==> src/rtl/fproc_arbiter.sv <==
// fproc_arbiter: round-robin sharing of one fproc core between N_DSP_UNIT requesters.
// Request pulses are latched per unit; one request at a time is issued, awaited (with timeout) and returned.
module fproc_arbiter #(
    parameter int N_DSP_UNIT     = 8,
    parameter int DATA_WIDTH     = 32,
    parameter int FPROC_ID_WIDTH = 8,
    parameter int TIMEOUT_CYCLES = 1024,
    localparam int SW = $clog2(N_DSP_UNIT),
    localparam int CW = $clog2(TIMEOUT_CYCLES) + 1
) (
    input  logic                                         clk_i,
    input  logic                                         reset_n_i,
    input  logic [N_DSP_UNIT-1:0]                        req_enable_i,
    input  logic [N_DSP_UNIT-1:0][FPROC_ID_WIDTH-1:0]    req_id_i,
    output logic [N_DSP_UNIT-1:0]                        resp_ready_o,
    output logic [N_DSP_UNIT-1:0][DATA_WIDTH-1:0]        resp_data_o,
    output logic                                         core_enable_o,
    output logic [FPROC_ID_WIDTH-1:0]                    core_id_o,
    output logic [SW-1:0]                                core_src_o,
    input  logic                                         core_ready_i,
    input  logic [DATA_WIDTH-1:0]                        core_data_i,
    input  logic                                         err_clear_i,
    output logic [N_DSP_UNIT-1:0]                        err_overrun_o,
    output logic [N_DSP_UNIT-1:0]                        err_timeout_o
);
    typedef enum logic [1:0] {IDLE, ISSUE, WAIT, RESP} state_t;

    state_t                                      state_q;
    logic [N_DSP_UNIT-1:0]                       pend_q, pend_d, ovr_q, ovr_d;
    logic [N_DSP_UNIT-1:0][FPROC_ID_WIDTH-1:0]   id_q, id_d;
    logic [SW-1:0]                               rr_q, grant;
    logic [CW-1:0]                               cnt_q;
    logic                                        found;

    // A fresh pulse always sets pending, even in the cycle its old request is being retired.
    always_comb begin
        pend_d = pend_q;
        id_d   = id_q;
        ovr_d  = err_clear_i ? '0 : ovr_q;
        for (int u = 0; u < N_DSP_UNIT; u++) begin
            if (req_enable_i[u] && pend_q[u] && !(state_q == RESP && core_src_o == SW'(u)))
                ovr_d[u] = 1'b1;
            else if (req_enable_i[u]) begin
                pend_d[u] = 1'b1;
                id_d[u]   = req_id_i[u];
            end else if (state_q == RESP && core_src_o == SW'(u))
                pend_d[u] = 1'b0;
        end
    end

    always_comb begin
        grant = '0;
        found = 1'b0;
        for (int i = 0; i < N_DSP_UNIT; i++) begin
            if (!found && pend_q[(int'(rr_q) + i) % N_DSP_UNIT]) begin
                grant = SW'((int'(rr_q) + i) % N_DSP_UNIT);
                found = 1'b1;
            end
        end
    end

    always_ff @(posedge clk_i or negedge reset_n_i) begin
        if (!reset_n_i) begin
            pend_q <= '0;
            id_q   <= '0;
            ovr_q  <= '0;
        end else begin
            pend_q <= pend_d;
            id_q   <= id_d;
            ovr_q  <= ovr_d;
        end
    end

    always_ff @(posedge clk_i or negedge reset_n_i) begin
        if (!reset_n_i) begin
            state_q       <= IDLE;
            rr_q          <= '0;
            cnt_q         <= '0;
            core_enable_o <= 1'b0;
            core_id_o     <= '0;
            core_src_o    <= '0;
            resp_ready_o  <= '0;
            resp_data_o   <= '0;
            err_timeout_o <= '0;
        end else begin
            core_enable_o <= 1'b0;
            resp_ready_o  <= '0;
            if (err_clear_i)
                err_timeout_o <= '0;
            case (state_q)
                IDLE: if (found) begin
                    core_src_o    <= grant;
                    core_id_o     <= id_q[grant];
                    core_enable_o <= 1'b1;
                    state_q       <= ISSUE;
                end
                ISSUE: begin
                    cnt_q   <= '0;
                    state_q <= WAIT;
                end
                WAIT: if (core_ready_i) begin
                    resp_data_o[core_src_o]  <= core_data_i;
                    resp_ready_o[core_src_o] <= 1'b1;
                    state_q                  <= RESP;
                end else if (cnt_q == CW'(TIMEOUT_CYCLES - 1)) begin
                    resp_data_o[core_src_o]   <= '0;
                    resp_ready_o[core_src_o]  <= 1'b1;
                    err_timeout_o[core_src_o] <= 1'b1;
                    state_q                   <= RESP;
                end else
                    cnt_q <= cnt_q + 1'b1;
                default: begin
                    rr_q    <= (core_src_o == SW'(N_DSP_UNIT - 1)) ? '0 : core_src_o + 1'b1;
                    state_q <= IDLE;
                end
            endcase
        end
    end

    assign err_overrun_o = ovr_q;
endmodule

==> config.mk <==
export PLATFORM = sky130hd
export DESIGN_NAME = fproc_arbiter
export DESIGN_NICKNAME = d
export VERILOG_FILES = /design/src/rtl/fproc_arbiter.sv
export SDC_FILE = /design/constraint.sdc
export NUM_CORES = 1
export LEC_CHECK = 0
export BUFFER_PORTS_ARGS = -buffer_cell sky130_fd_sc_hd__buf_2
export CAP_MARGIN = 30
export CORE_ASPECT_RATIO = 1.5
export CORE_MARGIN = 2
export CORE_UTILIZATION = 40
export CTS_CLUSTER_DIAMETER = 80
export DETAILED_ROUTE_END_ITERATION = 7
export PLACE_DENSITY_LB_ADDON = 0.08
export SYNTH_ARGS = -nofsm -noshare
export SYNTH_HDL_FRONTEND = slang
export SYNTH_SLANG_ARGS = --single-unit
==> constraint.sdc <==
create_clock -name clk_i -period 3.7 [get_ports clk_i]
set_input_delay 0.185 -clock clk_i [delete_from_list [all_inputs] [get_ports clk_i]]
set_output_delay 0.185 -clock clk_i [all_outputs]
set_load 0.03 [all_outputs]
# --- Word level (Yosys, flattened, before mapping) ---
# Cells that the tools add are included.
classes:
  n_addsub: 9
  n_lt_le_gt_ge: 11
  eq_ne: 15
  n_mux: 90
  bitwise: 18
  n_reduce_logical: 95
op_table:
  columns: ["op", "n"]
  rows:
  - ["$mux 256", 2]
  - ["$and 256x256->256", 1]
  - ["$bwmux 256", 1]
  - ["$not 256->256", 1]
  - ["$demux 32 s3", 1]
  - ["$mux 8", 9]
  - ["$mux 1", 50]
  - ["$reduce_and 2->1", 19]
  - ["$reduce_bool 2->1", 18]
  - ["$lt 4x5->1 const B", 7]
  - ["$logic_and 1x1->1", 32]
  - ["$mux 32", 1]
  - ["$mux 3", 9]
  - ["$bmux 1 s3", 8]
  - ["$bmux 8 s3", 1]
  - ["$reduce_or 3->1", 8]
  - ["$mux 11", 2]
  - ["$pmux 11 s2", 1]
  - ["$logic_not 1->1", 15]
  - ["$add 3x3->3 const B", 4]
  - ["$eq 3x3->1 const B", 4]
  - ["$lt 3x4->1 const B", 3]
  - ["$add 11x1->11 const B", 1]
  - ["$eq 11x10->1 const B", 1]
  - ["other kinds (18)", 39]
totals:
  register_bits: 380
  inputBits: 108
  out_inout_bits: 292

# --- Longest topological paths before layout ---
depth:
  ltp_word: 28
  depth_mapped: 15

# --- Worst setup path after synthesis ---
# No wires, ideal clock.
synth_path:
  path_kind: "reg-to-reg"
  start: "register rr_q[1]"
  end: "register core_id_o[0]"
  t_arrival_ps: 3196
  path_slack_ps: 376
  stages_incl_launch_ff: 15
  path_buffers: 3
  cell_sequence: "dfrtp_1 -> buf_2 -> inv_1 -> ha_1 -> buf_6 -> mux2i_1 -> mux4_2 -> a22oi_2 -> nor2_2 -> or2_4 -> a31oi_4 -> buf_6 -> mux2_2 -> a21oi_1 -> o31ai_1"
synth_via:
  elab_chain_cells: 26
  word_cells_on_any_way: 63
synth_lines:
  columns: ["item", "line_no", "source"]
  rows:
  - ["start: declaration", "31", "logic [SW-1:0] rr_q, grant;"]
  - ["start signal: assignment", "113", "rr_q <= (core_src_o == SW'(N_DSP_UNIT - 1)) ? '0 : core_src_o + 1'b1;"]
  - ["$add 3x1->3 / $bmux 1 s3 (equally long branches)", "55, 56", null]
  - ["$bmux 1 s3 / $mux 1 (equally long branches)", "55", "if (!found && pend_q[(int'(rr_q) + i) % N_DSP_UNIT]) begin"]
  - ["$mux 1 (implied by the code)", "55", null]
  - ["$mux 1 (implied by the code) / $logic_not 1->1 (equally long branches)", "55", null]
  - ["$logic_and 1x1->1", "55", null]
  - ["$mux 1", "55", null]
  - ["$logic_not 1->1", "55", null]
  - ["$logic_and 1x1->1", "55", null]
  - ["(+10 left out)", null, null]
  - ["$logic_not 1->1", "55", null]
  - ["$logic_and 1x1->1", "55", null]
  - ["$mux 1", "55", null]
  - ["$logic_not 1->1", "55", null]
  - ["$logic_and 1x1->1", "55", null]
  - ["$mux 3", "55", null]
  - ["$bmux 8 s3", "93", "core_id_o <= id_q[grant];"]
  - ["$mux 8 (implied by the code)", "93", null]
  - ["end signal: assignment", "93", null]
  - ["end: declaration", "18", "output logic [FPROC_ID_WIDTH-1:0] core_id_o,"]
# Several ways; a longest one is shown, not always the timed one. The select of a mux whose other input is x is not followed.
# A chain may end at the register's enable or synchronous reset.

# --- Worst setup path after layout ---
# Ends and elaborated chain as after synthesis.

==> summary.md <==
| Metric | Value |
|---|---|
| Status | `completed` |
| Diode count | `0` |
| Syn Area/Cell | `~11 µm²` |
| Antenna Nets Post-Route | `0` |
| Initial antenna violation count | `1` |
| Die Wd | `roughly 160 µm` |
| TNS Setup | `0 ns` |
| Max Transition Viols Final | `0` |
| Synth top area share | `between 60% and 70%` |
| Fillcell total | `3505` |
| Post-synth EDFFs | `0` |
| Worst-Margin Slew | `0.886 ns` |
| Period utilization | `94.5%` |
| R2R Path Start | `rr_q[1]$_DFFE_PN0N_` |
| Setup Viol. Count Final | `0` |
| Post-synth top flop | `dfrtp_1` |
| Crit start category | `flop` |
| Root Buffer | `clkbuf_16` |
| Synth area leaders | `dfrtp_1 62%, o21ai_0 8.9%, nand2_1 8.1%, mux2_2 5.5%, clkbuf_1 1.8%` |
| H-tree Lvls | `2` |
| Max_cap viols | `0` |
| Sink Count | `380` |
| Async SR Flop Fraction | `100%` |
| Reg2reg end | `core_id_o[0]$_DFFE_PN0P_` |
| Worst-path clk slew | `about 0.070 ns` |
| Fin crit period | `3.50 ns` |
| Drc violations | `0` |
| Critical Path RT | `approximately 4 ns` |
| Post-synthesis compound-gate area fraction | `12.9%` |
| TritonCTS Buffers | `38` |
| Register area share after synthesis | `about 62%` |
| Wire length after detailed routing | `48.3 mm` |
| Most common cell in the synthesized netlist | `dfrtp_1` |
| Fmax | `286 MHz` |
| Setup CP Type | `flop to flop` |
| Largest area contributor in the netlist | `dfrtp_1` |
| Hold Crit Class | `primary input to flop` |
| Drt pass-1 iters | `5` |
| Drt wl/cell | `20.5 µm` |
| Drt first-iter violations | `696` |
| Clock Latency Late Sink | `about 0.53 ns` |
| First-pass GRT wire length | `73.2 mm` |
| Total number of vias | `11800` |
| Post-Synth Adder-Cell Area | `1.15%` |
| Setup Fix Bufs, Post-CTS | `0` |
| Placed cell areas | `17800 µm²` |
| Crit. End Element | `flop` |
| Die Height | `243 µm` |
| Vias in the first global route | `around 12000` |
| Mux share of post-synthesis cell area | `8.77%` |
| # rows | `between 80 and 90` |
| Max VDD drop | `485 µV` |
| I/O pin cnt | `400` |
| Gr ovfl total | `0` |
| CTS tree | `yes` |
| All-Layer GR Usage | `24.4%` |
| Final Hold Viols | `0` |
| P&R area growth vs syn | `29.2%` |
| PD cells | `844 nW/µm²` |
| Pleak | `10.1 nW` |
| CORE AREA | `around 38000 µm²` |
| Drt via density | `between 5 and 6` |
| Synthesized net count | `1510` |
| Final HPWL DP | `35.3 mm` |
| Die ar. | `39700 µm²` |
| Main combinational cell family by area after synthesis | `compound AO/OA/AOI/OAI gates` |
| Layout Skew | `0.0133 ns` |
| Worst Hold Launch | `core_data_i[3]` |
| RSZ-0062 raised after global routing | `no` |
| Hold EP | `resp_data_o[35]$_DFFE_PN0P_` |
| Seq cells post-synth | `380` |
| Post-Synth XOR/XNOR Area | `0.460%` |
| Starting Density | `40.6%` |
| Ys Warns | `0` |
| Hold Crit Depth | `3` |
| Post-Layout Inst Area | `19700 µm²` |
| Final GP Congestion | `0.931` |
| Most common library cells after synthesis | `380 x dfrtp_1, 330 x nand2_1, 272 x o21ai_0, 75 x clkbuf_1, 74 x mux2_2` |
| R2R depth | `13` |
| Arrival @ worst endpoint | `3.91 ns` |
| IO Port Bufs | `399` |
| Simple-Gate Fraction of Synth Area | `11.4%` |
| Max-slew headroom | `40.9%` |
| Largest net degree at the start of global routing | `110` |
| Distinct cell type count of the synthesized netlist | `55` |
| Netlist Area Pre-Place | `15200 µm²` |
| Synthesized instance count | `1388` |
| Layout Nets | `1968` |
| Share of layout cells above drive strength 1 | `31.3%` |
| R2R setup slack | `0.20 ns` |
| Max FO, Critical Path | `41` |
| Longest Clk Path Bufs | `3` |
-- metrics by stage --
| step | util (%) | hold slack, ns | power (mW) | setup slack (ns) | std cells |
|---|---|---|---|---|---|
| global route | 52.4 | 0.125 | 17.6 | 0.0185 | 2359 |
| global placement | 47.4 | 0.331 | 12.9 | 0.208 | 2221 |
| finish | 52.4 | 0.107 | 16.6 | 0.204 | 2359 |
| floorplan | - | -0.111 | 10.7 | 0.376 | 1388 |
| detailed placement | 47.4 | 0.328 | 13.0 | 0.182 | 2221 |
| CTS | 52.4 | 0.0829 | 16.8 | 0.176 | 2359 |
-- per-layer routing --
metal  share of wire (%)  vias to the layer above  track usage [%]
li1                    -                     5644                -
met5               0.023                        -                0
met1                  38                     5707             28.0
met4                 4.5                        2             10.2
met3                 5.2                       97             4.12
met2                  52                      372             44.2
-- cell families after synthesis --
logic type,Yosys count
DFF,380
muxes,111
and+or+nand+nor,417
xor gates and xnor gates,8
adders and majority gates,14
buffers and inverters,109
AOI/OAI and AO/OA,349
-- sequential cells by signal, indices dropped and copies added, names as in the netlist --
| signal | cells |
|---|---|
| resp_ready_o | 8 |
| rr_q | 3 |
| err_overrun_o | 8 |
| core_src_o | 3 |
| cnt_q | 11 |
| id_q | 64 |
| resp_data_o | 256 |
| core_enable_o | 1 |
| err_timeout_o | 8 |
| pend_q | 8 |
| state_q | 2 |
| core_id_o | 8 |
-- where the power goes --
part	internal, mW	total [mW]	switching [mW]
Combinational	2.16	6.62	4.46
Clock	2.05	3.68	1.62
Sequential	5.49	6.33	0.838
Total	9.70	16.6	6.92
-- worst max-delay path by stage --
stage / startpoint / endpoint / cells after the start
detailed placement: rr_q[1]$_DFFE_PN0N_ / core_id_o[4]$_DFFE_PN0P_ / 10
floorplan: rr_q[1]$_DFFE_PN0N_ / core_id_o[0]$_DFFE_PN0P_ / 14
global route: rr_q[1]$_DFFE_PN0N_ / core_id_o[0]$_DFFE_PN0P_ / 13
global placement: rr_q[1]$_DFFE_PN0N_ / core_id_o[4]$_DFFE_PN0P_ / 10
CTS: rr_q[1]$_DFFE_PN0N_ / core_id_o[4]$_DFFE_PN0P_ / 10
finish: rr_q[1]$_DFFE_PN0N_ / core_id_o[0]$_DFFE_PN0P_ / 13
-- cell usage in the layout, fill, tap and decap left out, types with 8 or more instances in the layout --
master	n
a211oi_1	10
a21oi_1	12
a22o_1	11
and2_1	8
buf_2	398
buf_4	27
clkbuf_1	8
clkbuf_16	39
clkinv_2	8
dfrtp_1	380
dlygate4sd3_1	74
ha_1	14
inv_1	22
mux2_2	74
mux2i_1	27
mux4_2	8
nand2_1	330
nand2b_1	11
nand3_1	13
nor2_1	14
nor2b_1	14
o21ai_0	272
o31ai_1	8
-- cell type report --
| type | count | area [µm²] | area share (%) |
|---|---|---|---|
| Sequential cell | 380 | 9510 | 48.3 |
| Clock inverter | 11 | 65.1 | 0.330 |
| Inverter | 24 | 90.1 | 0.457 |
| Tap cell | 489 | 612 | 3.11 |
| Clock buffer | 53 | 1090 | 5.53 |
| Timing Repair Buffer | 503 | 3010 | 15.3 |
| Multi-Input combinational cell | 899 | 5320 | 27.0 |
-- critical path, stage by stage, from the launching register on --
cell and delay [ns]:
dfrtp_1 0.34, inv_1 0.09, ha_1 0.47, buf_4 0.22, mux2i_1 0.09, mux4_2 0.47, a22oi_2 0.25, nor2_2 0.10
or2_4 0.26, a31oi_4 0.21, buf_12 0.25, mux2_2 0.36, a21oi_1 0.16, o31ai_1 0.08
-- repair_timing --
item / in CTS / in global routing
hold buffers: 74 / 0
setup endpoints to repair: 0 / 8
endpoints found under the hold margin: 182 / 0
resized for setup: 0 / 3
Note: power is estimated with default switching activity, not from simulation.
